==> config.mk <==
export PLATFORM = sky130hd
export DESIGN_NAME = game_flow_ctrl
export DESIGN_NICKNAME = d
export VERILOG_FILES = /design/src/rtl/game_flow_ctrl.sv
export SDC_FILE = /design/constraint.sdc
export NUM_CORES = 1
export LEC_CHECK = 0
export ABC_AREA = 0
export CORE_UTILIZATION = 50
export CTS_BUF_LIST = sky130_fd_sc_hd__clkbuf_8
export DETAILED_ROUTE_END_ITERATION = 8
export PLACE_DENSITY = 0.74
export SETUP_SLACK_MARGIN = 0.2
export SYNTH_ARGS = -nofsm -noshare
export SYNTH_HDL_FRONTEND = slang
export SYNTH_SLANG_ARGS = --single-unit
==> constraint.sdc <==
create_clock -name clk -period 2.45 [get_ports clk]
set_clock_uncertainty 0.1 [all_clocks]
set_input_delay 0.6125 -clock clk [delete_from_list [all_inputs] [get_ports clk]]
set_output_delay 0.6125 -clock clk [all_outputs]
set_load 0.02 [all_outputs]
==> src/rtl/game_flow_ctrl.sv <==
// Frame-level game sequencer: IDLE/RUN/PAUSE/OVER, lives, score, invulnerability window.
// Optional HIGH_SCORE_EN adds a high_score_o register kept across games.
module game_flow_ctrl #(
  parameter int LIVES_INIT       = 3,
  parameter int INVULN_FRAMES    = 120,
  parameter int OVER_HOLD_FRAMES = 180,
  parameter int SCORE_WIDTH      = 16,
  parameter int SCORE_PER_HIT    = 1
) (
  input  logic                   clk,
  input  logic                   rst,
  input  logic                   v_sync_i,
  input  logic                   start_btn_i,
  input  logic                   pause_btn_i,
  input  logic                   crash_me_enemy_i,
  input  logic                   crash_enemy_bullet_i,
  output logic [1:0]             game_status_o,
  output logic                   run_en_o,
  output logic                   bomb_o,
  output logic                   invuln_o,
  output logic [3:0]             lives_o,
  output logic [SCORE_WIDTH-1:0] score_o
`ifdef HIGH_SCORE_EN
  ,
  output logic [SCORE_WIDTH-1:0] high_score_o
`endif
);

  typedef enum logic [1:0] {
    ST_IDLE  = 2'd0,
    ST_RUN   = 2'd1,
    ST_PAUSE = 2'd2,
    ST_OVER  = 2'd3
  } state_e;

  localparam logic [3:0]           LIVES_L  = 4'(LIVES_INIT);
  localparam logic [7:0]           INVULN_L = 8'(INVULN_FRAMES);
  localparam logic [7:0]           HOLD_L   = 8'(OVER_HOLD_FRAMES);
  localparam logic [SCORE_WIDTH:0] HIT_L    = (SCORE_WIDTH+1)'(SCORE_PER_HIT);

  state_e                 state_q, state_d;
  logic                   vs_q, vs_prev_q;
  logic                   start_q, start_prev_q;
  logic                   pause_q, pause_prev_q;
  logic [3:0]             lives_q, lives_d;
  logic [SCORE_WIDTH-1:0] score_q, score_d;
  logic [7:0]             invuln_q, invuln_d;
  logic [7:0]             hold_q, hold_d;
  logic                   me_hit_q, me_hit_d;
  logic                   en_hit_q, en_hit_d;
  logic                   bomb_q, bomb_d;
  logic [1:0]             status_q, status_d;
  logic                   run_en_q, run_en_d;
  logic                   invuln_o_q, invuln_o_d;
`ifdef HIGH_SCORE_EN
  logic [SCORE_WIDTH-1:0] high_score_q;
`endif

  logic                   tick_s, start_edge_s, pause_edge_s;
  logic                   me_eff_s, en_eff_s;
  logic [SCORE_WIDTH:0]   score_sum_s;
  logic [SCORE_WIDTH-1:0] score_inc_s;

  assign tick_s       = vs_prev_q & ~vs_q;
  assign start_edge_s = start_q & ~start_prev_q;
  assign pause_edge_s = pause_q & ~pause_prev_q;
  // Flags include the current cycle's crash so a hit on the tick cycle is not lost.
  assign me_eff_s     = me_hit_q | ((state_q == ST_RUN) & crash_me_enemy_i);
  assign en_eff_s     = en_hit_q | ((state_q == ST_RUN) & crash_enemy_bullet_i);
  assign score_sum_s  = {1'b0, score_q} + HIT_L;
  assign score_inc_s  = score_sum_s[SCORE_WIDTH] ? {SCORE_WIDTH{1'b1}} : score_sum_s[SCORE_WIDTH-1:0];

  // State, game counters, input edge registers and registered outputs.
  always_ff @(posedge clk or negedge rst) begin
    if (!rst) begin
      state_q      <= ST_IDLE;
      vs_q         <= 1'b0;
      vs_prev_q    <= 1'b0;
      start_q      <= 1'b0;
      start_prev_q <= 1'b0;
      pause_q      <= 1'b0;
      pause_prev_q <= 1'b0;
      lives_q      <= 4'd0;
      score_q      <= {SCORE_WIDTH{1'b0}};
      invuln_q     <= 8'd0;
      hold_q       <= 8'd0;
      me_hit_q     <= 1'b0;
      en_hit_q     <= 1'b0;
      bomb_q       <= 1'b0;
      status_q     <= 2'd0;
      run_en_q     <= 1'b0;
      invuln_o_q   <= 1'b0;
`ifdef HIGH_SCORE_EN
      high_score_q <= {SCORE_WIDTH{1'b0}};
`endif
    end else begin
      state_q      <= state_d;
      vs_q         <= v_sync_i;
      vs_prev_q    <= vs_q;
      start_q      <= start_btn_i;
      start_prev_q <= start_q;
      pause_q      <= pause_btn_i;
      pause_prev_q <= pause_q;
      lives_q      <= lives_d;
      score_q      <= score_d;
      invuln_q     <= invuln_d;
      hold_q       <= hold_d;
      me_hit_q     <= me_hit_d;
      en_hit_q     <= en_hit_d;
      bomb_q       <= bomb_d;
      status_q     <= status_d;
      run_en_q     <= run_en_d;
      invuln_o_q   <= invuln_o_d;
`ifdef HIGH_SCORE_EN
      if ((state_q == ST_RUN) && (state_d == ST_OVER) && (score_d > high_score_q)) begin
        high_score_q <= score_d;
      end
`endif
    end
  end

  // Next-state and game-counter update logic.
  always_comb begin
    state_d  = state_q;
    lives_d  = lives_q;
    score_d  = score_q;
    invuln_d = invuln_q;
    hold_d   = hold_q;
    me_hit_d = me_eff_s;
    en_hit_d = en_eff_s;
    bomb_d   = 1'b0;
    case (state_q)
      ST_IDLE: begin
        if (start_edge_s) begin
          state_d  = ST_RUN;
          lives_d  = LIVES_L;
          score_d  = {SCORE_WIDTH{1'b0}};
          invuln_d = INVULN_L;
        end else begin
          state_d  = ST_IDLE;
        end
      end
      ST_RUN: begin
        if (tick_s) begin
          me_hit_d = 1'b0;
          en_hit_d = 1'b0;
          if (en_eff_s) begin
            score_d = score_inc_s;
          end else begin
            score_d = score_q;
          end
          if (me_eff_s && (invuln_q == 8'd0)) begin
            lives_d = lives_q - 4'd1;
            bomb_d  = 1'b1;
            if (lives_q == 4'd1) begin
              state_d = ST_OVER;
              hold_d  = 8'd0;
            end else begin
              invuln_d = INVULN_L;
            end
          end else if (invuln_q != 8'd0) begin
            invuln_d = invuln_q - 8'd1;
          end else begin
            invuln_d = invuln_q;
          end
        end else begin
          state_d = ST_RUN;
        end
        // The tick is resolved first; a game over overrides a simultaneous pause.
        if (pause_edge_s && (state_d == ST_RUN)) begin
          state_d = ST_PAUSE;
        end else begin
          state_d = state_d;
        end
      end
      ST_PAUSE: begin
        if (pause_edge_s) begin
          state_d = ST_RUN;
        end else begin
          state_d = ST_PAUSE;
        end
      end
      ST_OVER: begin
        if (tick_s && (hold_q != HOLD_L)) begin
          hold_d = hold_q + 8'd1;
        end else begin
          hold_d = hold_q;
        end
        if (start_edge_s && (hold_q == HOLD_L)) begin
          state_d = ST_IDLE;
        end else begin
          state_d = ST_OVER;
        end
      end
      default: begin
        state_d = ST_IDLE;
      end
    endcase
    if (state_d != state_q) begin
      me_hit_d = 1'b0;
      en_hit_d = 1'b0;
    end else begin
      me_hit_d = me_hit_d;
      en_hit_d = en_hit_d;
    end
  end

  // Output decode, registered one cycle behind the state.
  always_comb begin
    status_d   = state_q;
    run_en_d   = (state_q == ST_RUN);
    invuln_o_d = (invuln_q != 8'd0);
  end

  assign game_status_o = status_q;
  assign run_en_o      = run_en_q;
  assign bomb_o        = bomb_q;
  assign invuln_o      = invuln_o_q;
  assign lives_o       = lives_q;
  assign score_o       = score_q;
`ifdef HIGH_SCORE_EN
  assign high_score_o  = high_score_q;
`endif

endmodule

==> results by group <==
Pwr
  • P per Cell Area: 516 mW/mm²
  • Overall power: 0.00171 W
  • Pleak: 1.38 nW
  • Peak VDD IR: 0.507 mV

Cells and area
  • Layout cell share with drive strength beyond 1: 0.154
  • Diodes inserted: 0
  • Layout area overhead: 24.3%
  • Nets: 333
  • Number of fill cells: 425
  • Final core utilization: 0.649

Floorplanning
  • Rows: 26
  • Core Region: 0.00511 mm²
  • Starting Density: 0.522
  • Die Span X: 75.0 µm
  • Total Die Area: 0.00563 mm²
  • Die Height: 75.0 µm
  • IO Pins: 32

Status
  • Status: finished, final reports clean

Logic synthesis
  • Ys Warns: 0
  • Top cells by area, synth: dfrtp_1 (48%), a21oi_1 (3.6%), o21ai_0 (3.6%)
  • Ys flop type: dfrtp_1
  • Mux cell area share after synthesis: 0.0136
  • Synth Instances: 272
  • Yosys top cell area share: 0.478
  • Synth Area in Compound Gates: 0.169
  • Mapped cell area: 0.00267 mm²
  • Asr flop ratio synth: 1.00
  • Syn Area/Cell: 9.81 µm²
  • Post-synthesis cell type count: 53
  • EDFF count, synth: 0
  • Synth area leader: dfrtp_1
  • Xor and xnor fraction of the mapped netlist area: 0.0263
  • Most common cell in the netlist: dfrtp_1
  • Largest family of logic cells by synthesized area: simple AND/OR/NAND/NOR gates
  • Commonest cells in the netlist: dfrtp_1 (51), nor2_1 (24), a21oi_1 (19), o21ai_0 (19), nor3_1 (18)
  • Post-synthesis simple-gate area fraction: 0.236
  • Post-Synth Adder-Cell Area: 0.0328
  • #FFs+latches synth: 51
  • Seq/Total Area, Yosys: 0.478
  • Mapped Nets: 286

STA
  • Fin Hold WS: 0.152 ns
  • Tcrit/Tclk final: 0.887
  • Crit path time final: 2.17 ns
  • Rel. slew slack: 0.612
  • Worst-margin pin slew: 0.574 ns
  • RSZ-0062 raised after global routing: yes
  • Final Max Slew Viols: 0
  • Maximum clock rate: 460 MHz
  • Endpoints failing hold: 0
  • Final setup vio count: 0
  • TNS Setup: 0 ns

Drt
  • DRT antenna net count: 0
  • Number of remaining DRC errors: 0
  • Routed WL per cell: 14.9 µm
  • Routed wire length: 5810 µm
  • Vias: 2242
  • Detailed-router iteration count before antenna repair: 4
  • Vias per cell: 5.76
  • DRT iter0 DRCs: 81

Placement
  • Port bufs: 31
  • DP Wirelength: 4090 µm
  • Placer's final routability congestion estimate: 0.920

Worst setup path
  • CP Class: flop to flop
  • Critical Path RT: 2.55 ns
  • CP Max Fanout: 5
  • Startpoint type of the worst setup path: flop
  • Critical Path Sink Type: flop
  • Worst EP arrival: 2.27 ns

Global routing
  • Vias in the first global route: 2123
  • Gr usage total: 0.228
  • First-pass GRT wire length: 9540 µm
  • Initial antenna violation count: 0
  • Pin count of the biggest net entering global routing: 31
  • Total grt overflow: 0

Clock network
  • Later-pin clock latency in the skew report: 0.31 ns
  • TritonCTS clock tree: done
  • Max H-tree Level: 2
  • Clk slew on worst S/H paths: 0.09 ns
  • Clk buf depth: 2
  • Clock root cell: clkbuf_8
  • Total CTS buffers: 5
  • Clk sinks: 51

Hold path
  • Tightest Hold Check Type: primary input to asynchronous set/reset pin

Flow run
  • Maxcap violations: 0
==> worst paths after layout <==
kind	cells after the start	slack, ns	from	to
worst max-delay path	9	0.28	invuln_q[1]	invuln_q[1]
worst min-delay path	1	0.15	rst	score_o[0]
worst max register to register	9	0.28	invuln_q[1]	invuln_q[1]
worst min register to register	0	0.28	pause_q	pause_prev_q
max in group asynchronous	2	1.54	rst	lives_o[0]
min in group clk	0	0.28	pause_q	pause_prev_q
==> area by class of cell <==
type	count	area (µm²)	share of cell area
clock buffer	5	68.8	0.0208
clock inverter	2	37.5	0.0113
inverter	13	48.8	0.0147
multi-input combinational	199	1340	0.405
sequential	51	1280	0.385
tap	70	87.6	0.0264
timing repair buffer	49	454	0.137
==> logic make-up (layout without fill, tap and decap cells) <==
family                     Yosys count  in the layout
and+or+nand+nor                    110            110
AOI/OAI and AO/OA                   71             71
DFF                                 51             51
buffers and inverters               22             69
xor gates and xnor gates             8              8
adders and majority gates            7              7
muxes                                3              3
==> report_power, final <==
group	switching, W	internal [W]
Sequential	0.0000705	0.000896
Combinational	0.0000822	0.0000857
Clock	0.000278	0.000299
Total	0.000431	0.00128
==> cells in the final DEF, fill, tap and decap left out, types with 4 or more instances in the layout <==
cell	n
inv_1	11
dfrtp_1	50
o21a_1	4
o211ai_1	7
and4_1	6
nand4_1	4
and3_1	7
ha_1	6
nand2_1	9
a21oi_1	19
o21ai_0	19
nand3_1	13
a31oi_1	10
nor3_1	17
xor2_1	7
clkbuf_8	5
buf_4	15
clkdlybuf4s50_1	30
nor2_1	24
==> sequential cells by signal, summed over array words and instances (netlist names) <==
name	flops
pause_prev_q	1
run_en_o	1
lives_o	4
invuln_q	8
me_hit_q	1
score_o	16
start_q	1
game_status_o	2
vs_q	1
bomb_o	1
hold_q	8
en_hit_q	1
vs_prev_q	1
pause_q	1
state_q	2
invuln_o	1
start_prev_q	1
==> per-layer routing <==
metal | up-vias | GRT usage | part of all wire
li1 | 1093 | - | -
met3 | 10 | 0.0495 | 0.036
met1 | 1096 | 0.276 | 0.44
met4 | 0 | 0.0943 | 0.017
met2 | 43 | 0.393 | 0.50
met5 | - | 0 | 0
==> critical path, stage by stage, from the launching register on <==
cell	delay, ns
dfrtp_1	0.41
inv_1	0.08
ha_1	0.16
or4b_4	0.51
nor2_4	0.12
inv_1	0.08
o21ai_2	0.16
buf_4	0.17
nor2_1	0.04
mux2_2	0.25
==> through the flow <==
stage | cell area (µm²) | instances | setup slack (ns)
2_1_floorplan | 2670 | 272 | 0.262
3_3_place_gp | 3120 | 378 | 0.139
3_5_place_dp | 3120 | 378 | 0.0887
4_1_cts | 3230 | 385 | 0.211
5_1_grt | 3320 | 389 | 0.157
6_report | 3320 | 389 | 0.278
==> what timing repair did <==
item | 4_1_cts | 5_1_grt
buffers inserted | 0 | 3
setup endpoints to repair | 2 | 18
resized for setup | 1 | 13
cloned | 0 | 1
pin swaps | 0 | 7
hold buffers | 0 | 0
No activity file was read; power rests on OpenSTA's default activity.
